<file path="config.mk">
export PLATFORM = sky130hd
export DESIGN_NAME = fetch_redirect_ctrl
export DESIGN_NICKNAME = d
export VERILOG_FILES = /design/src/rtl/fetch_redirect_ctrl.sv
export SDC_FILE = /design/constraint.sdc
export NUM_CORES = 1
export LEC_CHECK = 0
export CAP_MARGIN = 10
export CORE_ASPECT_RATIO = 0.7
export CORE_UTILIZATION = 54
export CTS_CLUSTER_SIZE = 12
export DETAILED_ROUTE_END_ITERATION = 10
export PLACE_DENSITY = 0.88
export SLEW_MARGIN = 20
export SYNTH_ARGS = -nofsm -noshare
export SYNTH_HDL_FRONTEND = slang
export SYNTH_SLANG_ARGS = --single-unit
</file>
<file path="constraint.sdc">
create_clock -name clk -period 5.1 [get_ports clk]
set_clock_uncertainty 0.2 [all_clocks]
set_input_delay 1.275 -clock clk [delete_from_list [all_inputs] [get_ports clk]]
set_output_delay 1.275 -clock clk [all_outputs]
set_load 0.005 [all_outputs]
</file>
<file path="src/rtl/fetch_redirect_ctrl.sv">
// Fetch redirect controller: resolves unconditional jumps, holds fetch while
// a conditional branch resolves in the ALU, inserts one-cycle load-use
// stalls and keeps a saturating count of taken redirects.
// All outputs are registered; the decision on ins sampled at edge k is
// visible just after edge k.
module fetch_redirect_ctrl #(
  parameter int unsigned FLUSH_CYCLES = 1,
  parameter logic [4:0]  OP_J         = 5'b00010,
  parameter logic [4:0]  OP_BEQ       = 5'b00100,
  parameter logic [4:0]  OP_BNE       = 5'b00101,
  parameter logic [4:0]  OP_LW        = 5'b10011
) (
  input  logic        clk,
  input  logic        reset,
  input  logic [31:0] ins,
  input  logic [16:0] current_address,
  input  logic        br_valid,
  input  logic        br_taken,
  output logic [15:0] jump_loc,
  output logic        pc_mux_sel,
  output logic        stall,
  output logic        stall_pm,
  output logic        flush,
  output logic [15:0] redirect_cnt
);

  typedef enum logic [1:0] {
    S_RUN,
    S_LU_STALL,
    S_BR_WAIT,
    S_FLUSH
  } state_e;

  typedef struct packed {
    logic [4:0]  opcode;
    logic [4:0]  rd;
    logic [4:0]  rs;
    logic [4:0]  rt;
    logic [15:0] imm;
  } ins_fields_t;

  // Redirect cycle itself counts as the first flush cycle.
  localparam logic [2:0] FLUSH_INIT = 3'(FLUSH_CYCLES - 1);

  state_e      state_q, state_d;
  logic [4:0]  lw_dest_q, lw_dest_d;
  logic [15:0] target_q, target_d;
  logic [2:0]  fcnt_q, fcnt_d;
  logic [15:0] jump_loc_d;
  logic        pc_sel_d;
  logic        stall_d;
  logic        flush_d;
  logic [15:0] cnt_d;
  logic [15:0] cnt_inc;
  logic        hazard;
  ins_fields_t f;

  // Bit 16 of the fetch address does not take part in branch targets.
  logic unused_addr_msb;
  assign unused_addr_msb = current_address[16];

  assign f.opcode = ins[31:27];
  assign f.rd     = ins[26:22];
  assign f.rs     = ins[21:17];
  assign f.rt     = ins[16:12];
  assign f.imm    = ins[15:0];

  assign hazard  = (lw_dest_q != 5'd0) && ((f.rs == lw_dest_q) || (f.rt == lw_dest_q));
  assign cnt_inc = (redirect_cnt == 16'hFFFF) ? redirect_cnt : redirect_cnt + 16'd1;

  // Next-state and next-output decision; idle outputs are the defaults.
  always_comb begin
    state_d    = state_q;
    lw_dest_d  = lw_dest_q;
    target_d   = target_q;
    fcnt_d     = fcnt_q;
    jump_loc_d = jump_loc;
    pc_sel_d   = 1'b1;
    stall_d    = 1'b0;
    flush_d    = 1'b0;
    cnt_d      = redirect_cnt;
    case (state_q)
      S_RUN: begin
        if (hazard) begin
          // Hold the consumer for one cycle; it is re-decoded afterwards.
          stall_d   = 1'b1;
          lw_dest_d = 5'd0;
          state_d   = S_LU_STALL;
        end else if (f.opcode == OP_J) begin
          jump_loc_d = f.imm;
          pc_sel_d   = 1'b0;
          flush_d    = 1'b1;
          cnt_d      = cnt_inc;
          lw_dest_d  = 5'd0;
          fcnt_d     = FLUSH_INIT;
          state_d    = S_FLUSH;
        end else if ((f.opcode == OP_BEQ) || (f.opcode == OP_BNE)) begin
          target_d  = current_address[15:0] + 16'd1 + f.imm;
          stall_d   = 1'b1;
          lw_dest_d = 5'd0;
          state_d   = S_BR_WAIT;
        end else if (f.opcode == OP_LW) begin
          lw_dest_d = f.rd;
        end else begin
          lw_dest_d = 5'd0;
        end
      end
      S_LU_STALL: begin
        state_d = S_RUN;
      end
      S_BR_WAIT: begin
        if (br_valid) begin
          if (br_taken) begin
            jump_loc_d = target_q;
            pc_sel_d   = 1'b0;
            flush_d    = 1'b1;
            cnt_d      = cnt_inc;
            fcnt_d     = FLUSH_INIT;
            state_d    = S_FLUSH;
          end else begin
            state_d = S_RUN;
          end
        end else begin
          stall_d = 1'b1;
        end
      end
      S_FLUSH: begin
        lw_dest_d = 5'd0;
        if (fcnt_q != 3'd0) begin
          flush_d = 1'b1;
          fcnt_d  = fcnt_q - 3'd1;
        end else begin
          state_d = S_RUN;
        end
      end
      default: begin
        state_d = S_RUN;
      end
    endcase
  end

  // State and registered outputs; reset aborts any branch wait or flush.
  always_ff @(posedge clk or negedge reset) begin
    if (!reset) begin
      state_q      <= S_RUN;
      lw_dest_q    <= 5'd0;
      target_q     <= 16'd0;
      fcnt_q       <= 3'd0;
      jump_loc     <= 16'd0;
      pc_mux_sel   <= 1'b1;
      stall        <= 1'b0;
      stall_pm     <= 1'b0;
      flush        <= 1'b0;
      redirect_cnt <= 16'd0;
    end else begin
      state_q      <= state_d;
      lw_dest_q    <= lw_dest_d;
      target_q     <= target_d;
      fcnt_q       <= fcnt_d;
      jump_loc     <= jump_loc_d;
      pc_mux_sel   <= pc_sel_d;
      stall        <= stall_d;
      stall_pm     <= stall_d;
      flush        <= flush_d;
      redirect_cnt <= cnt_d;
    end
  end

endmodule

</file>
==> After elaboration in Yosys (flattened, before gate mapping) <==
Cells that the tools add are included.
{ "totals": {"regBits": 61, "latchBits": 0, "ramBits": 0, "rom_bits": 0, "inputBits": 53, "out_inout_bits": 36, "word_cells": 90, "n_memories": 0} }
{ "op_classes": {"n_addsub": 4, "multipliers": 0, "n_div": 0, "order_cmp": 0, "eq_ne": 17, "shifts": 0, "muxes": 45, "n_bitwise": 2, "n_reduce_logical": 13} }
{ "op_table": {"columns": ["op", "count"], "rows": [
  ["$mux W16", 9],
  ["$pmux W16 S2", 2],
  ["$add A16 B1 Y16 const B", 2],
  ["$mux W5", 4],
  ["$add A16 B16 Y16", 1],
  ["$eq A16 B16 Y1 const B", 1],
  ["$mux W3", 5],
  ["$mux W1", 13],
  ["$mux W2", 6],
  ["$ne A2 B2 Y1 const B", 6],
  ["$eq A5 B3 Y1 const B", 2],
  ["$eq A5 B5 Y1", 2],
  ["$pmux W5 S2", 1],
  ["$pmux W3 S3", 1],
  ["$pmux W2 S4", 1],
  ["$reduce_and A6 Y1", 1],
  ["$reduce_bool A3 Y1", 2],
  ["$eq A5 B2 Y1 const B", 1],
  ["$eq A5 B5 Y1 const B", 1],
  ["$reduce_and A5 Y1", 1],
  ["$reduce_bool A5 Y1", 1],
  ["$eq A2 B2 Y1 const B", 2],
  ["$ne A4 B4 Y1 const B", 1],
  ["$pmux W1 S2", 2],
  ["other kinds (10)", 13]
]} }

==> Longest topological paths before layout <==
Gate-level depths: netlist (run 1).
{ "depth": {"ltp_word": 6, "ltp_mapped": 10, "depth_no_buf": 10} }

==> Worst setup path after synthesis (run 1) <==
No wires, ideal clock.
{ "synth_path": {"kind": "input port to flip-flop", "start": "input port ins[2]", "end": "register target_q[14]", "setup_time_ns": 0.083, "arrival_ns": 3.010, "t_required_ns": 4.817, "setup_slack_ns": 1.807, "path_stages": 8, "n_path_buf": 0, "path_cell_list": "ha_1 nor2b_1 o31a_1 or3b_2 a31oi_1 a21oi_1 xnor2_1 o21ai_0"} }
{ "synth_between": {"elab_chain_len": 1} }
{ "synth_rtl": {"columns": ["element", "line_no", "text"], "rows": [
  ["start: declaration", "15", "input logic [31:0] ins,"],
  ["$add A16 B16 Y16", "98", "target_d = current_address[15:0] + 16'd1 + f.imm;"],
  ["end signal: assignment", "158", "target_q <= target_d;"],
  ["end: declaration", "47", "logic [15:0] target_q, target_d;"]
]} }
No other way between the ends.
A chain may end at the register's enable or synchronous reset.

==> Final worst setup path (run 1) <==
{ "layout_path": {"start": "input port ins[12]", "end": "register target_q[4]"} }
{ "layout_between": {"elab_chain_len": 5} }
{ "layout_rtl": {"columns": ["element", "line_no", "text"], "rows": [
  ["$eq A5 B5 Y1", "68", "assign hazard = (lw_dest_q != 5'd0) && ((f.rs == lw_dest_q) || (f.rt == lw_dest_q));"],
  ["$logic_or A1 B1 Y1", "68", null],
  ["$logic_and A1 B1 Y1", "68", null],
  ["$not A1 Y1 (no source line)", null, null],
  ["$reduce_and A4 Y1 (no source line)", null, null]
]} }
No other way between the ends.

==> results of run 1 <==
layout make-up:
| class | instances | area (um2) |
|---|---|---|
| fill | 453 | 1640 |
| tap | 78 | 97.6 |
| clock inverter | 4 | 23.8 |
| multi-input combinational | 282 | 1930 |
| clock buffer | 12 | 145 |
| timing repair buffer | 90 | 888 |
| inverter | 14 | 52.6 |
| sequential | 61 | 1530 |
cell usage after synthesis, types with 6 or more instances:
library cell  number  area (um2)
a21oi_1           30         150
a31oi_1            6        37.5
dfrtp_1           60        1500
ha_1              22         275
inv_1             14        52.6
mux2i_1           16         160
nand2_1           35         131
nand2b_1           8        50.1
nand3_1           13        65.1
nor2_1            32         120
o21ai_0           27         135
xnor2_1           24         210
xor2_1            14         123
state kept, by name, indices dropped and copies added, names as in the netlist:
| signal | flops |
|---|---|
| jump_loc | 16 |
| lw_dest_q | 5 |
| target_q | 16 |
| fcnt_q | 3 |
| stall_pm | 1 |
| flush | 1 |
| state_q | 2 |
| pc_mux_sel | 1 |
| redirect_cnt | 16 |
layer usage:
| layer | vias up | wire (um) | share of wire | track usage |
|---|---|---|---|---|
| li1 | 1472 | - | - | - |
| met5 | - | 0 | 0 | 0 |
| met1 | 1443 | 4100 | 0.47 | 0.365 |
| met2 | 93 | 4070 | 0.47 | 0.428 |
| met4 | 0 | 35 | 0.0040 | 0.0703 |
| met3 | 4 | 533 | 0.061 | 0.0711 |
worst max path at each step:
| stage | from | endpoint | slack, ps | depth (start not counted) |
|---|---|---|---|---|
| final | ins[12] | target_q[4]$_DFFE_PN0P_ | 1210 | 7 |
| after global routing | ins[12] | target_q[4]$_DFFE_PN0P_ | 1110 | 7 |
| after CTS | ins[12] | target_q[4]$_DFFE_PN0P_ | 1260 | 7 |
| after detailed placement | ins[12] | target_q[4]$_DFFE_PN0P_ | 900 | 7 |
| after global placement | ins[12] | target_q[4]$_DFFE_PN0P_ | 910 | 7 |
| after floorplan | ins[2] | target_q[14]$_DFFE_PN0P_ | 1810 | 8 |
cells by family after synthesis:
family | share of synthesized area
compound gates | 0.157
xor+xnor | 0.0932
fa+ha+maj | 0.0827
buf+inv | 0.0312
flops | 0.428
mux | 0.0511
simple gates | 0.157
worst reg2reg max path, stage by stage (launching register included):
cell and delay [ps]:
dfrtp_1 430, xnor2_1 210, nand3_1 110, or4_2 720
nand2_1 180, or2_2 490, mux2_2 400
report_power, final:
group / total (W) / internal (W) / switching, W
Sequential: 0.000762 / 0.000655 / 0.000108
Combinational: 0.000888 / 0.000448 / 0.000441
Clock: 0.000385 / 0.000188 / 0.000196
Total: 0.00204 / 0.00129 / 0.000745
layout by cell type (no fill, tap or decap), types with 10 or more instances in the layout:
cell / count
inv_1: 14
clkdlybuf4s50_1: 86
xnor2_1: 24
mux2i_1: 16
o21ai_0: 27
xor2_1: 14
nor2_1: 32
dfrtp_1: 60
nand3_1: 13
a21oi_1: 30
ha_1: 22
clkbuf_8: 10
nand2_1: 35
stage by stage:
stage	hold slack (ps)	worst slack, ps
after floorplan	250	1810
after global placement	261	912
after detailed placement	270	898
after CTS	286	1260
after global routing	317	1110
final	283	1210
==> metrics.md, run 1 <==
| Metric | Value |
|---|---|
| Pwr Density | 436 mW/mm2 |
| RSZ-0062 raised after global routing | no |
| Worst hold stages | 2 |
| DRT Wirelength | 8740 um |
| Crit path capture type | register |
| Non-filler cells, final | 541 |
| Asr flop ratio synth | 1.00 |
| Outcome | finished clean |
| End of the worst hold path | target_q[9]$_DFFE_PN0P_ |
| Site row count | 24 |
| Post-route cell area | 0.00467 mm2 |
| I/O Pins | between 80 and 90 |
| Placed inst area | ~0.0045 mm2 |
| CTS sink count | 61 |
| I/O Buffers | 87 |
| Hold_sp | target_q[9]$_DFFE_PN0P_ |
| Mean Syn Cell Area | ~9.7 um2 |
| Final setup fails | 0 |
| Root Buffer | clkbuf_8 |
| Global route overflow | 0 |
| Worst Path Arrival | 3910 ps |
| Ys Warns | 0 |
| Register bit total from synthesis | 61 |
| Syn nets | 444 |
| Worst hold path type | reg -> reg |
| Hold buffer count at cts | 0 |
| CP bufs+invs | 1 |
| Setup_tns | 0 ps |
| Core area | 0.00631 mm2 |
| Post-detailed-route wirelength per cell | 16.2 um |
| Peak supply drop | between 200 and 300 uV |
| First-pass GRT wire length | 14500 um |
| Crit-path slowest cell | or4_2 |
| Residual DRC | 0 |
| Placed cells | 525 |
| Final Power | 0.00204 W |
| Reg2Reg Setup Slack | 2240 ps |
| Leak Pwr | 2.06 nW |
| Final worst-path cycle share | 0.762 |
| R2R Path End | target_q[4]$_DFFE_PN0P_ |
| TritonCTS clock tree | done |
| Req. time, crit path | between 5000 and 6000 ps |
| Mapped cell area | between 0.003 and 0.004 mm2 |
| Die width | 99.2 um |
| Fin. Hold Viols | 0 |
| Register-to-Register Path Depth | 6 |
| Die Ht | 70.1 um |
| EDFF count, synth | 0 |
| Slew Limit Headroom | 0.437 |
| Final Net Count | 534 |
| N_diodes | 0 |
| Final HPWL DP | 6280 um |
| Crit-path cells | clkdlybuf4s50_1 > xnor2_1 > nand3_1 > or4_2 > nand2_1 > or2_2 > mux2_2 |
| DRT Pass-1 Iters | 4 |
| Clk slew on worst S/H paths | 70 ps |
| Fin util | 0.740 |
| Post-synthesis sequential area ratio | 0.428 |
| Min Tclk post-route | 3890 ps |
| Post-CTS sizing | 0 |
| Layout cell share with drive strength beyond 1 | 0.0734 |
| Vias in the first global route | 3010 |
| Area grow syn2layout | 30.7% |
| Maximum number of pins on one net before global-route repair | 62 |
| Starting Density | 0.566 |
| Type of the worst setup path | in -> reg |
| Post-synthesis cell count | 368 |
| # Max-Cap Violations | 0 |
| Worst-Skew Late Latency | 340 ps |
| # Post-CTS Setup Buffers | 0 |
| Htree depth | 3 |
| Remaining antenna violation count | 0 |
| First-iteration detailed-routing DRC count | 168 |
| Top cell family by delay on the critical path | simple AND/OR/NAND/NOR gates |
| GP Congestion | approximately 0.94 |
| Via Count | around 3k |
| Fmax | 257 MHz |
| Worst path max stage delay | 720 ps |
| Antenna violations before repair | 0 |
| Critical Path Fanout Max | 31 |
| Clock Tree Buf Depth | 2 |
| Critical path launch point type | input pin |
| DR vias/cell | 5.57 |
| Unique masters post-synth | 51 |
| GRT Util Overall | 0.269 |
| Slew @ Worst Pin | 837 ps |
| Final slew viol count | 0 |
| Main synth FF type | dfrtp_1 |
| Reg2reg start | lw_dest_q[4]$_DFFE_PN0P_ |
| Die area | 0.00695 mm2 |
| Num CTS Buffers | 9 |
No activity file was read; power rests on OpenSTA's default activity.
==> inputs of run 2 (changes only) <==
--- a/config.mk
+++ b/config.mk
@@ -7,10 +7,10 @@
 export LEC_CHECK = 0
 export CAP_MARGIN = 10
 export CORE_ASPECT_RATIO = 0.7
-export CORE_UTILIZATION = 54
+export CORE_UTILIZATION = 50
 export CTS_CLUSTER_SIZE = 12
 export DETAILED_ROUTE_END_ITERATION = 10
-export PLACE_DENSITY = 0.88
+export PLACE_DENSITY = 0.82
 export SLEW_MARGIN = 20
 export SYNTH_ARGS = -nofsm -noshare
 export SYNTH_HDL_FRONTEND = slang
==> constraint.sdc (replaced) <==
create_clock -name clk -period 3.6 [get_ports clk]
set_clock_uncertainty 0.2 [all_clocks]
set_input_delay 0.9 -clock clk [delete_from_list [all_inputs] [get_ports clk]]
set_output_delay 0.9 -clock clk [all_outputs]
set_load 0.005 [all_outputs]
==> run 2 against run 1 <==
Global-route usage shrank 2.9 points. Hold slack lost 2.9 ps. Combinational power grew 43%. Via count grew 1.7%. Sequential share of layout area shrank 0.93 points. Highest routed layer unchanged. Critical endpoint is now target_q[14]$_DFFE_PN0P_. Largest power group unchanged.
==> metrics.md, run 2 (synthesis results as in run 1) <==
| Metric | Value |
|---|---|
| Outcome | finished clean (unchanged) |
| Die width | 103 um (was 99.2 um) |
| Placed cells | 551 (was 525) |
| Worst Path Arrival | 3290 ps (was 3910 ps) |
| DRT Wirelength | 8360 um (was 8740 um) |
| DRT Pass-1 Iters | 4 (unchanged) |
| Clk slew on worst S/H paths | 70 ps (about the same) |
| CTS sink count | 61 (unchanged) |
| Leading cell type in the layout, fill and taps excluded | clkdlybuf4s50_1 (unchanged) |
| Fin util | 0.705 (was 0.740) |
| Fin. Hold Viols | 0 (unchanged) |
| Final setup fails | 0 (unchanged) |
| Slew @ Worst Pin | 904 ps (was 837 ps) |
| Root Buffer | clkbuf_8 (unchanged) |
| Remaining antenna violation count | 0 (unchanged) |
| I/O Buffers | 87 (unchanged) |
| Pwr Density | 604 mW/mm2 (was 436 mW/mm2) |
| Starting Density | 0.524 (was 0.566) |
| Die Ht | 72.7 um (was 70.1 um) |
| GRT Util Overall | 0.240 (was 0.269) |
| Crit path capture type | register (unchanged) |
| Worst hold path type | reg -> reg (unchanged) |
| RSZ-0062 raised after global routing | no (unchanged) |
| Setup_tns | 0 ps (unchanged) |
| Post-CTS sizing | 0 (unchanged) |
| Residual DRC | 0 (unchanged) |
| Htree depth | 3 (unchanged) |
| Post-detailed-route wirelength per cell | 14.7 um (was 16.2 um) |
| GP Congestion | 0.903 (was 0.936) |
| Area grow syn2layout | 34.5% (was 30.7%) |
| Hold buffer count at cts | 0 (unchanged) |
| Placed inst area | 0.00462 mm2 (was 0.00450 mm2) |
| Critical Path Fanout Max | 3 (was 31) |
| Largest regs | jump_loc x16, redirect_cnt x16, target_q x16 (unchanged) |
| Min Tclk post-route | 3280 ps |
| Non-filler cells, final | 567 (was 541) |
| Fmax | 305 MHz |
| Vias in the first global route | 2923 (was 3010) |
| DR vias/cell | 5.40 (was 5.57) |
| I/O Pins | 89 (unchanged) |
| Worst-Skew Late Latency | 330 ps (was 340 ps) |
| Die area | 0.00749 mm2 (was 0.00695 mm2) |
| Commonest non-fill, non-tap cells in the layout | clkdlybuf4s50_1, dfrtp_1, nand2_1, nor2_1, a21oi_1 (unchanged) |
| First-pass GRT wire length | 13600 um (was 14500 um) |
| Post-route cell area | 0.00480 mm2 (was 0.00467 mm2) |
| TritonCTS clock tree | done (unchanged) |
| First-iteration detailed-routing DRC count | 106 (was 168) |
| Num CTS Buffers | 9 (unchanged) |
| Clock Tree Buf Depth | 2 (unchanged) |
| Final HPWL DP | 6440 um (was 6280 um) |
| Site row count | 25 (was 24) |
| Global route overflow | 0 (unchanged) |
| N_diodes | 0 (unchanged) |
| # Post-CTS Setup Buffers | 0 (unchanged) |
| Req. time, crit path | 3600 ps (was 5120 ps) |
| Final slew viol count | 0 (unchanged) |
| Final worst-path cycle share | 0.912 |
| Final Net Count | 544 (was 534) |
| Slew Limit Headroom | 0.392 (was 0.437) |
| # Max-Cap Violations | 0 (unchanged) |
| Leak Pwr | 2.12 nW (was 2.06 nW) |
| Core area | 0.00682 mm2 (was 0.00631 mm2) |
| Layout cell share with drive strength beyond 1 | 0.0973 (was 0.0734) |
| Maximum number of pins on one net before global-route repair | 62 (unchanged) |
| Antenna violations before repair | 0 (unchanged) |
| Type of the worst setup path | in -> reg (unchanged) |
| Via Count | 3063 (was 3012) |
| Critical path launch point type | input pin (unchanged) |
| Peak supply drop | 256 uV (was 271 uV) |
run 2: changes by cell type in the layout (fill, tap and decap cells not counted):
cell / delta
clkbuf_1: -2
clkbuf_8: +1
buf_12: +2
inv_6: +1
clkinvlp_4: +2
buf_4: +8
clkinv_2: -1
clkinv_4: -1
run 2: per-layer routing:
metal  track usage  routed length [um]  vias to the layer above  part of all wire
li1              -                   -                     1494                 -
met1         0.343                3940                     1460              0.47
met2         0.369                3910                       96              0.47
met3        0.0450                 384                       13             0.046
met4        0.0767                 128                        0             0.015
met5             0                   0                        -                 0
run 2: path summary, 6_finish.rpt:
path                       depth (start not counted)  slack [ps]                           end                      from
min in group asynchronous                          2         520   redirect_cnt[9]$_DFFE_PN0P_                     reset
min                                                2         280       target_q[7]$_DFFE_PN0P_   target_q[7]$_DFFE_PN0P_
min reg2reg                                        2         280       target_q[7]$_DFFE_PN0P_   target_q[7]$_DFFE_PN0P_
max                                               11         320      target_q[14]$_DFFE_PN0P_                    ins[0]
max reg2reg                                        8         850  redirect_cnt[12]$_DFFE_PN0P_  lw_dest_q[2]$_DFFE_PN0P_
max in group asynchronous                          2        2180       jump_loc[3]$_DFFE_PN0P_                     reset
run 2: through the flow:
stage	worst slack, ps	hold WS [ps]	power [W]
6_report	316	280	0.00290
5_1_grt	165	311	0.00313
4_1_cts	355	285	0.00292
3_5_place_dp	5.41	270	0.00236
3_3_place_gp	66.2	261	0.00230
2_1_floorplan	682	250	0.00181
run 2: final cells by class:
type | instances | area [um2]
Clock inverter | 5 | 33.8
Timing Repair Buffer | 100 | 988
Tap cell | 94 | 118
Multi-Input combinational cell | 282 | 1930
Clock buffer | 11 | 151
Sequential cell | 61 | 1530
Inverter | 14 | 52.6
Fill cell | 553 | 2010
run 2: power breakdown:
part | leakage, nW | switching, W | total (W) | internal (W)
clock | 0.0917 | 0.000265 | 0.000552 | 0.000287
combinational | 1.25 | 0.000611 | 0.00127 | 0.000661
sequential | 0.771 | 0.000149 | 0.00108 | 0.000927
run 2: critical path: stages:
cell and delay, ps:
clkdlybuf4s50_1 430, inv_1 70, ha_1 170, fa_1 190
nor2b_1 60, o31a_1 290, or3b_2 490, a31oi_1 280
a21oi_1 130, xnor2_1 160, o21ai_0 90
